### config.mk
export PLATFORM = sky130hd
export DESIGN_NAME = snes_osd_overlay
export DESIGN_NICKNAME = d
export VERILOG_FILES = /design/src/rtl/osd_pkg.sv /design/src/rtl/osd_char_ram.sv /design/src/rtl/snes_osd_overlay.sv
export SDC_FILE = /design/constraint.sdc
export NUM_CORES = 1
export LEC_CHECK = 0
export BUFFER_PORTS_ARGS = -buffer_cell sky130_fd_sc_hd__buf_2
export CAP_MARGIN = 10
export CORE_UTILIZATION = 62
export DETAILED_ROUTE_END_ITERATION = 10
export PLACE_DENSITY = 0.88
export REMOVE_ABC_BUFFERS = 1
export SETUP_SLACK_MARGIN = 0.2
export SYNTH_ARGS = -nofsm -noshare
export SYNTH_HDL_FRONTEND = slang
export SYNTH_SLANG_ARGS = --single-unit
### constraint.sdc
create_clock -name CLK_i -period 3.93 [get_ports CLK_i]
set_clock_uncertainty 0.1 [all_clocks]
set_input_delay 0.393 -clock CLK_i [delete_from_list [all_inputs] [get_ports CLK_i]]
set_output_delay 0.393 -clock CLK_i [all_outputs]
set_load 0.03 [all_outputs]
### src/rtl/osd_pkg.sv
// Shared constants and types for the SNES on-screen-display overlay.
package osd_pkg;

  localparam int unsigned GLYPH_W    = 8;
  localparam int unsigned DOT_REP    = 2;
  localparam int unsigned PIPE_DEPTH = 4;
  localparam int unsigned MAP_AW     = 7;

  typedef struct packed {
    logic [8:0] r;
    logic [8:0] g;
    logic [8:0] b;
  } rgb_t;

  // One dot travelling down the fetch pipeline.
  typedef struct packed {
    logic                       win;
    logic [$clog2(GLYPH_W)-1:0] bit_sel;
    logic [7:0]                 line;
    rgb_t                       pix;
  } dot_t;

  function automatic rgb_t dim(input rgb_t c);
    rgb_t d;
    d.r = {1'b0, c.r[8:1]};
    d.g = {1'b0, c.g[8:1]};
    d.b = {1'b0, c.b[8:1]};
    return d;
  endfunction

endpackage

### src/rtl/osd_char_ram.sv
// Character map: synchronous 1R1W RAM, read returns old data on collision.
module osd_char_ram #(
  parameter int unsigned DEPTH = 96,
  parameter int unsigned AW    = 7,
  parameter int unsigned DW    = 7
) (
  input  logic          mclock,
  input  logic          wr_en,
  input  logic [AW-1:0] wr_addr,
  input  logic [DW-1:0] wr_data,
  input  logic          rd_en,
  input  logic [AW-1:0] rd_addr,
  output logic [DW-1:0] rd_data
);

  logic [DW-1:0] mem [DEPTH];

  always_ff @(posedge mclock) begin
    if (wr_en && (32'(wr_addr) < DEPTH))
      mem[wr_addr] <= wr_data;
    if (rd_en)
      rd_data <= mem[rd_addr];
  end

endmodule

### src/rtl/snes_osd_overlay.sv
// OSD mixer: raster tracking, char-map + font fetch pipeline, and RGB mix
// with a fixed 4-clock video latency.
module snes_osd_overlay
  import osd_pkg::*;
#(
  parameter int unsigned OSD_X1  = 64,
  parameter int unsigned OSD_Y1  = 40,
  parameter int unsigned COLS    = 24,
  parameter int unsigned ROWS    = 4,
  parameter int unsigned GLYPH_H = 12,
  parameter logic [8:0]  FG      = 9'd465
) (
  input  logic        CLK_i,
  input  logic        NRST_i,
  input  logic        PIX_EN_i,
  input  logic        HBLANK_i,
  input  logic        VBLANK_i,
  input  logic [8:0]  R_i,
  input  logic [8:0]  G_i,
  input  logic [8:0]  B_i,
  input  logic        OSD_EN_i,
  input  logic        WR_EN_i,
  input  logic [6:0]  WR_ADDR_i,
  input  logic [6:0]  WR_DATA_i,
  output logic [10:0] FONT_ADDR_o,
  input  logic [7:0]  FONT_DATA_i,
  output logic [8:0]  R_o,
  output logic [8:0]  G_o,
  output logic [8:0]  B_o,
  output logic        OSD_ACTIVE_o
);

  localparam int unsigned MAP_DEPTH = COLS * ROWS;
  localparam int unsigned X2        = OSD_X1 + COLS * GLYPH_W * DOT_REP;
  localparam int unsigned Y2        = OSD_Y1 + ROWS * GLYPH_H;
  localparam int unsigned REP_SH    = $clog2(DOT_REP);
  localparam int unsigned CELL_SH   = $clog2(GLYPH_W * DOT_REP);
  localparam int unsigned LAST      = PIPE_DEPTH - 1;

  logic [8:0]            h_cnt, v_cnt, dx;
  logic [7:0]            line_cnt;
  logic [6:0]            row_cnt;
  logic                  hblank_q, osd_en_q, win_now;
  logic [MAP_AW-1:0]     map_addr_now, s0_map_addr;
  logic [6:0]            ram_code;
  logic [PIPE_DEPTH-1:0] vld;
  dot_t                  st [PIPE_DEPTH];
  rgb_t                  mixed;

  assign dx      = h_cnt - 9'(OSD_X1);
  assign win_now = osd_en_q
                && (h_cnt >= 9'(OSD_X1)) && (32'(h_cnt) < X2)
                && (v_cnt >= 9'(OSD_Y1)) && (32'(v_cnt) < Y2);
  assign map_addr_now = win_now
                      ? MAP_AW'(32'(row_cnt) * COLS + 32'(dx >> CELL_SH))
                      : '0;

  // Row/line of the glyph are stepped with v_cnt instead of dividing dy.
  always_ff @(posedge CLK_i or negedge NRST_i) begin
    if (!NRST_i) begin
      h_cnt    <= '0;
      v_cnt    <= '0;
      line_cnt <= '0;
      row_cnt  <= '0;
      hblank_q <= 1'b0;
      osd_en_q <= 1'b0;
    end else begin
      hblank_q <= HBLANK_i;
      if (HBLANK_i)
        h_cnt <= '0;
      else if (PIX_EN_i && (h_cnt != '1))
        h_cnt <= h_cnt + 9'd1;
      if (VBLANK_i) begin
        v_cnt    <= '0;
        line_cnt <= '0;
        row_cnt  <= '0;
        osd_en_q <= OSD_EN_i;
      end else if (HBLANK_i && !hblank_q && (v_cnt != '1)) begin
        v_cnt <= v_cnt + 9'd1;
        if (v_cnt >= 9'(OSD_Y1)) begin
          if (line_cnt == 8'(GLYPH_H - 1)) begin
            line_cnt <= '0;
            if (row_cnt != '1)
              row_cnt <= row_cnt + 7'd1;
          end else begin
            line_cnt <= line_cnt + 8'd1;
          end
        end
      end
    end
  end

  osd_char_ram #(
    .DEPTH (MAP_DEPTH),
    .AW    (MAP_AW),
    .DW    (7)
  ) u_char_ram (
    .mclock  (CLK_i),
    .wr_en   (WR_EN_i),
    .wr_addr (WR_ADDR_i),
    .wr_data (WR_DATA_i),
    .rd_en   (vld[0]),
    .rd_addr (s0_map_addr),
    .rd_data (ram_code)
  );

  always_comb begin
    mixed = st[LAST].pix;
    if (st[LAST].win)
      mixed = FONT_DATA_i[st[LAST].bit_sel] ? rgb_t'{r: FG, g: FG, b: FG}
                                            : dim(st[LAST].pix);
  end

  always_ff @(posedge CLK_i or negedge NRST_i) begin
    if (!NRST_i) begin
      vld          <= '0;
      s0_map_addr  <= '0;
      for (int unsigned k = 0; k < PIPE_DEPTH; k++)
        st[k] <= '0;
      FONT_ADDR_o  <= '0;
      R_o          <= '0;
      G_o          <= '0;
      B_o          <= '0;
      OSD_ACTIVE_o <= 1'b0;
    end else begin
      vld <= {vld[PIPE_DEPTH-2:0], PIX_EN_i};
      if (PIX_EN_i) begin
        s0_map_addr    <= map_addr_now;
        st[0].win      <= win_now;
        st[0].bit_sel  <= 3'(dx >> REP_SH);
        st[0].line     <= line_cnt;
        st[0].pix      <= '{r: R_i, g: G_i, b: B_i};
      end
      for (int unsigned k = 1; k < PIPE_DEPTH; k++)
        if (vld[k-1])
          st[k] <= st[k-1];
      // Map code from the RAM is valid only while stage 1 is occupied.
      if (vld[1] && st[1].win)
        FONT_ADDR_o <= 11'(32'(ram_code) * GLYPH_H + 32'(st[1].line));
      if (vld[LAST]) begin
        R_o          <= mixed.r;
        G_o          <= mixed.g;
        B_o          <= mixed.b;
        OSD_ACTIVE_o <= st[LAST].win;
      end
    end
  end

endmodule

==> impl.org, run 1 <==
** GRT
- The number of global-route vias before repair came to 20800.
- Met3 global-route usage :: 0.0646
- The initial antenna violation count was 0.
- Global-route congestion overflow total :: 0
- The first global-routing pass estimated about 130000 um of wire.
- Entering global routing, the biggest net connects 121 pins.
- For this run, the total global-route usage over all layers was measured as 0.292.
- Most crowded layer after global routing :: met2
- Met2 usage in global routing :: 0.480
- In the global route stage, met1 resource usage came out at 0.381.

** Floorplan
- Die Ht :: approximately 240 um
- I/O pin cnt :: 95
- For this configuration, the core starts out at a cell density of 0.628.
- The die covers 59500 sq um.
- The core region is 57800 sq um.
- Standard-cell row count :: 88
- From left edge to right edge, the die measures 244 um.

** Logic synthesis
- Most used flip-flop cell after synthesis :: edfxtp_1
- Count of unique library cells instantiated by Yosys :: 63
- Leading post-synthesis cells by cell area :: edfxtp_1, dfrtp_1, mux4_2
- Share of Yosys cell area claimed by the top area cell type :: 0.562
- Post-synthesis instance area :: 36300 sq um
- The biggest area contributor in the post-synthesis netlist is edfxtp_1.
- Gate Count Post-Synth :: a little over 2000
- In this run, synthesis produced a sequential element count of 904.
- Asr flop ratio synth :: 0.249
- Average size of a mapped cell :: 18.0 sq um
- During synthesis, Yosys emitted a total of 0 warnings.
- Post-synth EDFFs :: 679
- The share of the Yosys chip area taken by registers is 0.717.

** Worst hold path
- For hold timing, the worst endpoint is row_cnt[5].
- Cells on Worst Hold Path :: 2
- The tightest min-delay check is of the in -> reg type.
- The worst hold path begins at VBLANK_i.

** STA
- Headroom to the max-slew limit came out at 0.106.
- The number of pins exceeding their max-slew limit in the final report was 0.
- Setup-failing EPs final :: 0
- The final hold violation count is 0.
- In the finished design, the share of the clock period the worst path needs comes to 0.839.
- Final Worst Setup Slack :: approximately 0.63 ns
- Timing would allow up to 303 MHz.
- Total negative slack :: 0 ns
- Worst-margin pin slew :: approximately 1.3 ns
- RSZ-0062 raised after global routing :: no
- The worst path needs around 3.3 ns of the cycle, external delays included.

** Layout
- Layout area overhead :: 12.0%
- Ant diodes :: 0
- At the end of the flow, the number of nets in the layout was 2258.
- Final std cells w/o fill :: 2999
- The library cells used most frequently in the layout, excluding fill and tap cells, are edfxtp_1, dfrtp_1, mux4_2.
- The finished cells cover 40600 sq um.
- The filler cells instantiated in the layout total 3247.
- Proportion of layout cells with a drive suffix above 1 :: 0.265
- Most common cell after layout, fill and taps aside :: edfxtp_1

** Worst setup path
- Top cell family by delay on the critical path :: simple AND/OR/NAND/NOR gates
- The slowest stage of the critical path belongs to the cell nor2b_1.
- Startpoint kind of the worst setup timing path :: flip-flop
- Arr. time, crit path :: 3.54 ns
- Reg2reg start :: s0_map_addr[3]
- Along the worst path, the maximum fanout reaches 11.
- Across all register-to-register paths, the minimum setup slack is 0.63 ns.
- For the worst setup path, the data required time is approximately 4.2 ns.
- For the worst flop-to-flop path, the logic depth is 7.
- The endpoint identified for the worst register-to-register timing path is u_char_ram.rd_data[2].
- The worst setup path is captured at a flip-flop.
- The critical path goes through nor2b_1 > buf_4 > nand2_1 > o22ai_1 > nor3_1 > o21ai_0 > nand3_1.
- The largest single stage delay on the critical path is 0.81 ns.
- Together, buffers and inverters on the worst path number 1.
- Worst Path Class, Setup :: reg -> reg

** Route
- In the routed layout, each cell is associated on average with a via count of slightly below 7.
- Vias after detailed routing :: 20200
- For this run, design rule violations remaining after detail routing come to 0.
- Number of nets with antenna violations after routing :: 0
- Number of search-and-repair iterations in the first detailed-routing pass :: 6
- Drt total wl :: 85100 um
- After the first detailed-routing iteration, the DRC count stood at about 2800.
- In the final routed layout, each cell accounts on average for 28.4 um.

** Run status
- The flow ran to the end, and the final reports show no timing, DRC or antenna violations.

** Power and ir drop
- Peak supply drop :: 0.560 mV
- The design draws 20.2 mW.
- In this run the power density over the cells is between 400 and 500 nW/um^2.
- The analysis attributes to cell leakage a power of 14.1 nW.

** Placed design
- Number of cells after detailed placement :: between 2000 and 3000
- The placed instances occupy a cell area of 37600 sq um.
- GP Congestion :: 0.903
- Prior to clock tree synthesis, the placed netlist has a worst setup slack of around 0.77 ns.
- Detailed placement HPWL :: 50900 um
- In this run the tool buffered the top-level ports with 94 buffer cells.

** Clocking
- Clock latency of the later-clocked register in the worst-skew pair :: 0.64 ns
- Clk sink count :: 904
- Clock transition at path regs :: 0.06 ns
- Clock tree from TritonCTS :: done
- CTS placed an instance of clkbuf_16 at the clock tree root.
- The H-tree generated during clock tree synthesis spans 3 levels.
- In this run the deepest clock path goes through 3 buffers.
- Num CTS Buffers :: 84

** Job
- Max-cap violations in this run came to 0.
## kinds of logic (layout without fill, tap and decap cells)
logic type                 after synthesis  in the layout  synth area share
DFF                                    904            904             0.717
muxes                                  362            362             0.166
xor gates and xnor gates                26             26           0.00628
and+or+nand+nor                        370            370            0.0459
adders and majority gates               31             31            0.0115
AOI/OAI and AO/OA                      187            187            0.0339
buffers and inverters                  134            354            0.0188
## stage by stage
stage | utilization | hold WS, ns
2_1_floorplan | - | -0.00259
3_3_place_gp | 0.650 | 0.367
3_5_place_dp | 0.650 | 0.372
4_1_cts | 0.703 | 0.0700
5_1_grt | 0.703 | 0.0824
6_report | 0.703 | 0.0871
## metal layers
metal	vias to the layer above	wire length, um
li1	8214	-
met1	10200	30000
met2	1438	42600
met3	285	8960
met4	0	3560
met5	-	0
## state kept, by name, indices dropped and copies added, names as in the netlist, 7 cells and up
| name | count |
|---|---|
| u_char_ram.mem | 672 |
| st | 140 |
| FONT_ADDR_o | 11 |
| B_o | 9 |
| G_o | 9 |
| R_o | 9 |
| h_cnt | 9 |
| v_cnt | 9 |
| line_cnt | 8 |
| row_cnt | 7 |
| s0_map_addr | 7 |
| u_char_ram.rd_data | 7 |
## report_power, final
part	total, mW	switching [mW]	internal, mW
sequential	10.9	0.238	10.6
combinational	1.13	0.690	0.441
clock	8.18	3.46	4.72
## how the worst max path moves through the flow
stage	end	slack, ns	startpoint	cells past startpoint
after floorplan	u_char_ram.rd_data[0]	-2.91	s0_map_addr[1]	5
final	u_char_ram.rd_data[2]	0.63	s0_map_addr[3]	7
after detailed placement	u_char_ram.mem[36][0]	0.77	WR_ADDR_i[5]	4
after global placement	FONT_ADDR_o[10]	0.89	u_char_ram.rd_data[1]	11
after global routing	FONT_ADDR_o[10]	0.62	u_char_ram.rd_data[1]	11
after CTS	FONT_ADDR_o[10]	0.78	u_char_ram.rd_data[1]	11
## synth_stat cells (10+ instances only)
library cell and number:
buf_4 20, xor2_1 11, nor2_1 166, nand2_1 84, dfrtp_1 225, a31oi_1 26
buf_2 16, a211oi_1 12, nand2b_1 12, clkbuf_1 38, xnor2_1 15, a22o_1 10
nor3_1 13, buf_1 11, o22ai_1 23, inv_1 39, a21oi_1 10, mux4_2 169
mux2_2 155, mux2i_1 32, o21ai_0 54, nand3_1 42, edfxtp_1 679, ha_1 27
## what timing repair did
| item | CTS | global route |
|---|---|---|
| setup buffers | 0 | 0 |
| endpoints found under the setup margin | 0 | 0 |
| hold buffers | 30 | 0 |
| gates resized for setup | 0 | 0 |
| endpoints found under the hold margin | 155 | 0 |
## layout make-up
| type | instances | area (sq um) | share of cell area |
|---|---|---|---|
| clock buffers | 105 | 2290 | 0.0565 |
| clock inverters | 44 | 435 | 0.0107 |
| multi-input cells | 976 | 9570 | 0.236 |
| flip-flops and latches | 904 | 26000 | 0.641 |
| inverters | 40 | 150 | 0.00370 |
| well taps | 765 | 957 | 0.0236 |
| repair buffers | 165 | 1180 | 0.0290 |
(Power assumes the default switching activity.)
==> inputs of run 2 (changes only) <==
- CORE_UTILIZATION: 62 -> 56
- PLACE_DENSITY: 0.88 -> 0.85
- clock period: 3.93 -> 2.9 ns (I/O delays scaled with it)
==> impl.org, run 2 (synthesized netlist as in run 1, its figures left out) <==
** Layout
- Finished layout cell area :: 42100 sq um
- The register with the most flip-flops in the layout has 672 of them.
- In the layout the commonest cells are edfxtp_1, dfrtp_1, mux4_2.
- Final std cells w/o fill :: 3189
- In the final layout, the share of cells above drive strength 1 is 0.313.
- Biggest registers after layout :: u_char_ram.mem x672, st x140, FONT_ADDR_o x11
- Layout area overhead :: 16.1%
- Most common cell after layout, fill and taps aside :: edfxtp_1
- Ranked by flip-flop count, first place goes to u_char_ram.mem.
- For this run, the post-layout net count is 2361.

** STA
- Max-slew violations :: 0
- For the pin with the worst max-slew slack, the measured transition is 1.11 ns.
- Setup violations remaining at the end of the flow were counted as 0.
- The final hold violation count is 0.
- RSZ-0062 raised after global routing :: yes
- Across all hold checks on the routed design, the worst slack comes to 0.0832 ns.
- Period minus WS final :: 2.89 ns
- In the finished design, the share of the clock period the worst path needs comes to 0.996.
- Based on the critical path, the design can be clocked at up to 346 MHz.
- Worst rel slew slack :: 0.262
- Setup slack closes at roughly 0.013 ns.

** GRT
- Maximum number of pins on one net before global-route repair :: 97
- Overall track demand over capacity in global routing :: 0.261
- Number of global-route vias before repair :: ~21000
- Most crowded layer after global routing :: met2
- The first global-routing pass estimated about 130000 um of wire.
- Initial antenna violation count :: 2
- Global-route congestion overflow total :: 0
- For met3 alone, demand over resource in global routing was 0.0526.
- Met1 GRT Util :: 0.338
- In the global route stage, met2 resource usage came out at 0.436.

** Route
- Drt wl/cell :: 27.0 um
- Count of routing violations after the opening detailed-route iteration :: 2759
- Vias after detailed routing :: 20500
- DRC violation count after routing :: 0
- Summed over all layers, the routed wires come to 86100 um.
- Number of nets with antenna violations after routing :: 0
- The first detailed-routing pass ran for 6 iterations.
- Dividing the detail-routed via count by the number of cells gives 6.42.

** Worst setup path
- Timing endpoint of the critical path :: FONT_ADDR_o[10]
- Origin of the worst setup path :: u_char_ram.rd_data[1]
- Arr. time, crit path :: between 3 and 4 ns
- Along the worst path, the maximum fanout reaches 5.
- Reg-to-reg endpoint :: FONT_ADDR_o[10]
- For flop-to-flop paths, the worst setup slack is 0.01 ns.
- Required time of the critical path :: between 3 and 4 ns
- The worst register-to-register path has a depth of 9.
- The critical path is of the reg -> reg type.
- Startpoint kind of the worst setup timing path :: flip-flop
- Reg2reg start :: u_char_ram.rd_data[1]
- Kind of end point of the critical path :: flip-flop

** Floorplan
- The floorplan step set the die width to ~260 um.
- I/O pin cnt :: 95
- The core region is 63500 sq um.
- Initial core utilization :: 0.571
- The floorplan has between 90 and 100 rows.
- Die Ht :: 257 um
- The floorplan step defined a die boundary enclosing 65800 sq um.

** Worst hold path
- The worst hold path belongs to the class in -> reg.
- Cells on Worst Hold Path :: 2

** Power and ir drop
- PD cells :: 658 nW/um^2
- The analysis attributes to cell leakage a power of 14.8 nW.
- Post-layout total power :: 27.7 mW
- Across the VDD grid, the largest voltage drop is 0.555 mV.

** Job
- Max cap viols :: 0

** Placed design
- Post-Place Setup Slack :: -0.0473 ns
- After legalization and detailed placement, the total HPWL measured 49600 um.
- In this run, placement finished with an instance count of 2981.
- At the end of routability-driven placement, the weighted congestion stood at 0.853.
- Quantity of I/O buffers inserted on ports :: 94
- Placed inst area :: 38500 sq um

** Run status
- The flow ran to the end, and the final reports show no timing, DRC or antenna violations.

** Clocking
- The H-tree was split into 3 levels.
- Clock transition at path regs :: 0.06 ns
- Num CTS Buffers :: 84
- TritonCTS built the clock tree.
- Counting along the longest clock path gives a buffer depth of 3.
- The clock drives 904 sinks.
- Clock latency of the later-clocked register in the worst-skew pair :: ~0.66 ns
- Clk Tree Root Cell :: clkbuf_16
run 2: changes by cell type in the layout (fill, tap and decap cells not counted), moves of 5 or more:
cell,change
buf_4,+76
clkinv_4,+5
o21ai_0,-6
buf_12,+16
clkbuf_1,-8
run 2: repair_timing:
| item | in CTS | in global routing |
|---|---|---|
| buffers inserted | 6 | 11 |
| hold buffers | 32 | 0 |
| endpoints found under the hold margin | 182 | 0 |
| cloned | 3 | 1 |
| pin swaps | 4 | 8 |
| resized for setup | 14 | 27 |
| setup endpoints to repair | 9 | 15 |
run 2: final cells by class:
type | instances | area [sq um]
repair buffers | 268 | 2310
well taps | 846 | 1060
multi-input cells | 976 | 9700
flip-flops and latches | 904 | 26000
clock buffers | 96 | 2230
fillers | 3883 | 21400
inverters | 40 | 153
diodes | 1 | 2.50
clock inverters | 58 | 636
run 2: stage by stage:
| step | setup TNS [ns] | utilization |
|---|---|---|
| after CTS | 0 | 0.659 |
| after detailed placement | -0.0473 | 0.605 |
| after global routing | -0.120 | 0.663 |
| final | 0 | 0.663 |
| after floorplan | -32.22 | - |
| after global placement | -0.00307 | 0.605 |
run 2: per-layer routing:
layer	wire length (um)	up-vias
met1	30900	10400
met5	20	-
met4	4000	4
li1	-	8446
met2	43200	1353
met3	8030	282
run 2: worst min-delay path by stage:
stage / startpoint / to / slack, ns
3_5_place_dp: NRST_i / line_cnt[2] / 0.19
5_1_grt: WR_DATA_i[5] / u_char_ram.mem[24][5] / 0.09
4_1_cts: WR_DATA_i[5] / u_char_ram.mem[36][5] / 0.08
2_1_floorplan: NRST_i / B_o[0] / -0.11
3_3_place_gp: NRST_i / v_cnt[0] / 0.18
6_report: WR_DATA_i[5] / u_char_ram.mem[38][5] / 0.08
run 2: power breakdown:
part,total [mW],internal [mW],switching (mW),leakage [nW]
sequential,14.7,14.4,0.301,8.91
clock,11.4,6.48,4.94,1.40
combinational,1.59,0.655,0.933,4.53
run 2: critical path, stage by stage (launching register included):
cell and delay (ns):
edfxtp_1 0.40, buf_4 0.17, ha_1 0.34, a21o_1 0.20, a211oi_1 0.25, nor2_1 0.08, ha_1 0.43, a31oi_4 0.14
o311a_1 0.31, a2111o_1 0.37
==> inputs of run 3 (changes only) <==
--- a/config.mk
+++ b/config.mk
@@ -8,7 +8,7 @@
 export BUFFER_PORTS_ARGS = -buffer_cell sky130_fd_sc_hd__buf_2
 export CAP_MARGIN = 10
-export CORE_UTILIZATION = 56
+export CORE_UTILIZATION = 55
 export DETAILED_ROUTE_END_ITERATION = 10
-export PLACE_DENSITY = 0.85
+export PLACE_DENSITY = 0.83
 export REMOVE_ABC_BUFFERS = 1
 export SETUP_SLACK_MARGIN = 0.2
==> constraint.sdc (replaced) <==
create_clock -name CLK_i -period 2.9 [get_ports CLK_i]
set_clock_uncertainty 0.1 [all_clocks]
set_input_delay 0.145 -clock CLK_i [delete_from_list [all_inputs] [get_ports CLK_i]]
set_output_delay 0.145 -clock CLK_i [all_outputs]
set_load 0.03 [all_outputs]
==> impl.org, run 3 (synthesized netlist as in run 1, its figures left out) <==
** Layout
- Proportion of layout cells with a drive suffix above 1 :: 0.312
- Footprint of the multi-input gates :: 9670 sq um
- Final std cells w/o fill :: 3205
- Most common cell after layout, fill and taps aside :: edfxtp_1
- Number of flip-flops under the largest register name :: ~670
- The number of antenna diodes in the final layout is 0.
- Layout area overhead :: 15.9%
- More flip-flops sit in one register than any other, and that register is u_char_ram.mem.
- The library cells used most frequently in the layout, excluding fill and tap cells, are edfxtp_1, dfrtp_1, mux4_2.
- Fill cells in the final layout number 3999.
- Final #Nets :: 2372
- Fraction of the core area covered by cells at the end of the flow :: 0.649
- The largest registers in the layout are u_char_ram.mem x672, st x140, FONT_ADDR_o x11.
- Area taken by flip-flops and latches :: roughly 26000 sq um
- Finished layout cell area :: roughly 42000 sq um

** Worst setup path
- For this design, the slowest cell found on the critical path is edfxtp_1.
- Most repeated library cell on the critical path :: nand2_1
- STA classifies the critical path startpoint as a flip-flop.
- Arr. time, crit path :: around 3.3 ns
- CP Cell Sequence :: buf_4 > fa_2 > a21o_1 > a21oi_2 > xnor2_1 > ha_1 > nand2_1 > nand2_1 > a31oi_1 > o311a_1 > a2111o_1
- Of all nets on the critical path, the largest fanout is 4.
- At the worst endpoint, the required time is roughly 3.3 ns.
- Worst Path Class, Setup :: reg -> reg
- Kind of end point of the critical path :: flip-flop
- Delay contributed by the slowest stage of the critical path :: 0.42 ns

** Route
- The detail route stage leaves a number of antenna-violating nets equal to 0.
- For this block, the initial DRC count from the detailed router was approximately 2400.
- Vias after detailed routing :: 20200
- Number of vias per cell :: 6.30
- The final layout contains routed wiring with a total length of between 80000 and 90000 um.
- DRC violation count after routing :: 0
- Number of search-and-repair iterations in the first detailed-routing pass :: 7
- Drt wl/cell :: ~26 um

** STA
- Of the available clock period, the critical path in the final layout requires 1.00.
- Worst-margin pin slew :: 1.27 ns
- On the final layout, the worst hold slack is 0.0448 ns.
- Setup repair after global routing could not meet its margin everywhere.
- Final Worst Setup Slack :: -0.0101 ns
- Measured against its own limit, the worst slew margin works out to 0.152.
- The final hold violation count came to 0.
- Max-slew violations :: 0
- Based on the critical path, the design can be clocked at up to 344 MHz.
- The smallest clock period supported by the final layout is computed as just under 3 ns.
- Setup-failing EPs final :: 1

** Clocking
- Number of buffers on the longest clock path :: 3
- TritonCTS created 86 clock buffers.
- Clock transition at path regs :: 0.06 ns
- The H-tree was split into 3 levels.
- TritonCTS built the clock tree.
- Clock tree synthesis selected as its root buffer the cell clkbuf_16.
- For the worst-skew pair, the clock arrives at the later sink with an insertion delay of 0.66 ns.
- Clk sink count :: 904

** Floorplan
- The die is around 260 um wide.
- Die Ht :: 259 um
- After floorplanning, the core was sized to cover 64800 sq um.
- Total Die Area :: roughly 67000 sq um
- Row generation in the floorplan step produced 93 rows.
- I/O pin cnt :: 95
- The initial utilization of the core area, before any placement, comes to 0.560.

** Placed design
- Quantity of I/O buffers inserted on ports :: 94
- Summed over all nets, the half-perimeter wirelength after detailed placement is around 48000 um.
- Counting tap cells, the placed design contains a total of about 3000 instances.
- Placed inst area :: 38500 sq um
- GP Congestion :: roughly 0.9

** Power and ir drop
- Dividing total power by cell area gives a power density of roughly 660 nW/um^2.
- Across the VDD grid, the largest voltage drop is 0.533 mV.
- In this run the static leakage power is 14.9 nW.

** Run status
- Failing checks :: negative setup slack
- The flow ran to the end, but the final reports show violations.

** GRT
- Entering global routing, the biggest net connects 97 pins.
- Most crowded layer after global routing :: met2
- Overall track demand over capacity in global routing :: 0.250
- Summed over all layers, the global routing overflow is 0.
- First-pass GRT wire length :: 125000 um
- The number of global-route vias before repair is approximately 21000.
- Met3 global-route usage :: 0.0469
- In the global route stage, met2 resource usage came out at 0.416.
- In the global route stage, met1 resource usage came out at 0.328.
- The initial antenna violation count came to 0.

** Worst hold path
- The path class of the tightest hold or removal check is in -> reg.

** Job
- The tool flagged a number of max-cap violations equal to 0.
[run 3: power breakdown]
group	switching, mW	internal, mW	total (mW)
Clock	4.87	6.48	11.3
Sequential	0.310	14.4	14.7
Combinational	0.930	0.642	1.57
[run 3: critical path: cells and delay by family, from the launching register on]
kind / cells / cell delay (ns)
fa+ha+maj: 2 / 0.74
compound gates: 5 / 1.12
xor+xnor: 1 / 0.08
buf+inv: 1 / 0.17
flops: 1 / 0.42
simple gates: 2 / 0.17
[run 3: final cells by class]
cell class              count  area share
clock buffers             104      0.0545
clock inverters            49      0.0129
inverters                  40     0.00357
multi-input cells         976       0.230
flip-flops and latches    904       0.619
well taps                 855      0.0254
repair buffers            277      0.0545
[run 3: final timing paths]
| kind | from | end | slack [ns] | cells past startpoint |
|---|---|---|---|---|
| worst max-delay path | u_char_ram.rd_data[1] | FONT_ADDR_o[10] | -0.01 | 11 |
| worst min-delay path | PIX_EN_i | h_cnt[0] | 0.04 | 5 |
| worst max register to register | u_char_ram.rd_data[1] | FONT_ADDR_o[10] | -0.01 | 11 |
| worst min register to register | st[140] | st[101] | 0.39 | 1 |
| max in group asynchronous | NRST_i | s0_map_addr[0] | 1.62 | 4 |
| min in group asynchronous | NRST_i | st[110] | 0.55 | 4 |
[run 3: timing repair]
action,4_1_cts,5_1_grt
cloned,1,1
setup buffers,1,9
hold buffers,37,0
pin swaps,4,6
resized for setup,8,24
hold endpoints to repair,461,0
setup endpoints to repair,5,17
[run 3: metrics by stage]
stage | power (mW) | setup TNS (ns) | setup slack [ns]
final | 27.6 | -0.0101 | -0.0101
after global routing | 28.4 | -0.270 | -0.170
after floorplan | 15.7 | -32.22 | -3.94
after CTS | 27.7 | 0 | 0.0384
after global placement | 16.3 | 0 | 0.00541
after detailed placement | 16.4 | -0.00903 | -0.00903
[run 3: per-layer routing]
layer | part of all wire | wire length (um)
met1 | 0.38 | 31200
met2 | 0.50 | 41400
met3 | 0.086 | 7160
met4 | 0.041 | 3390
met5 | 0 | 0
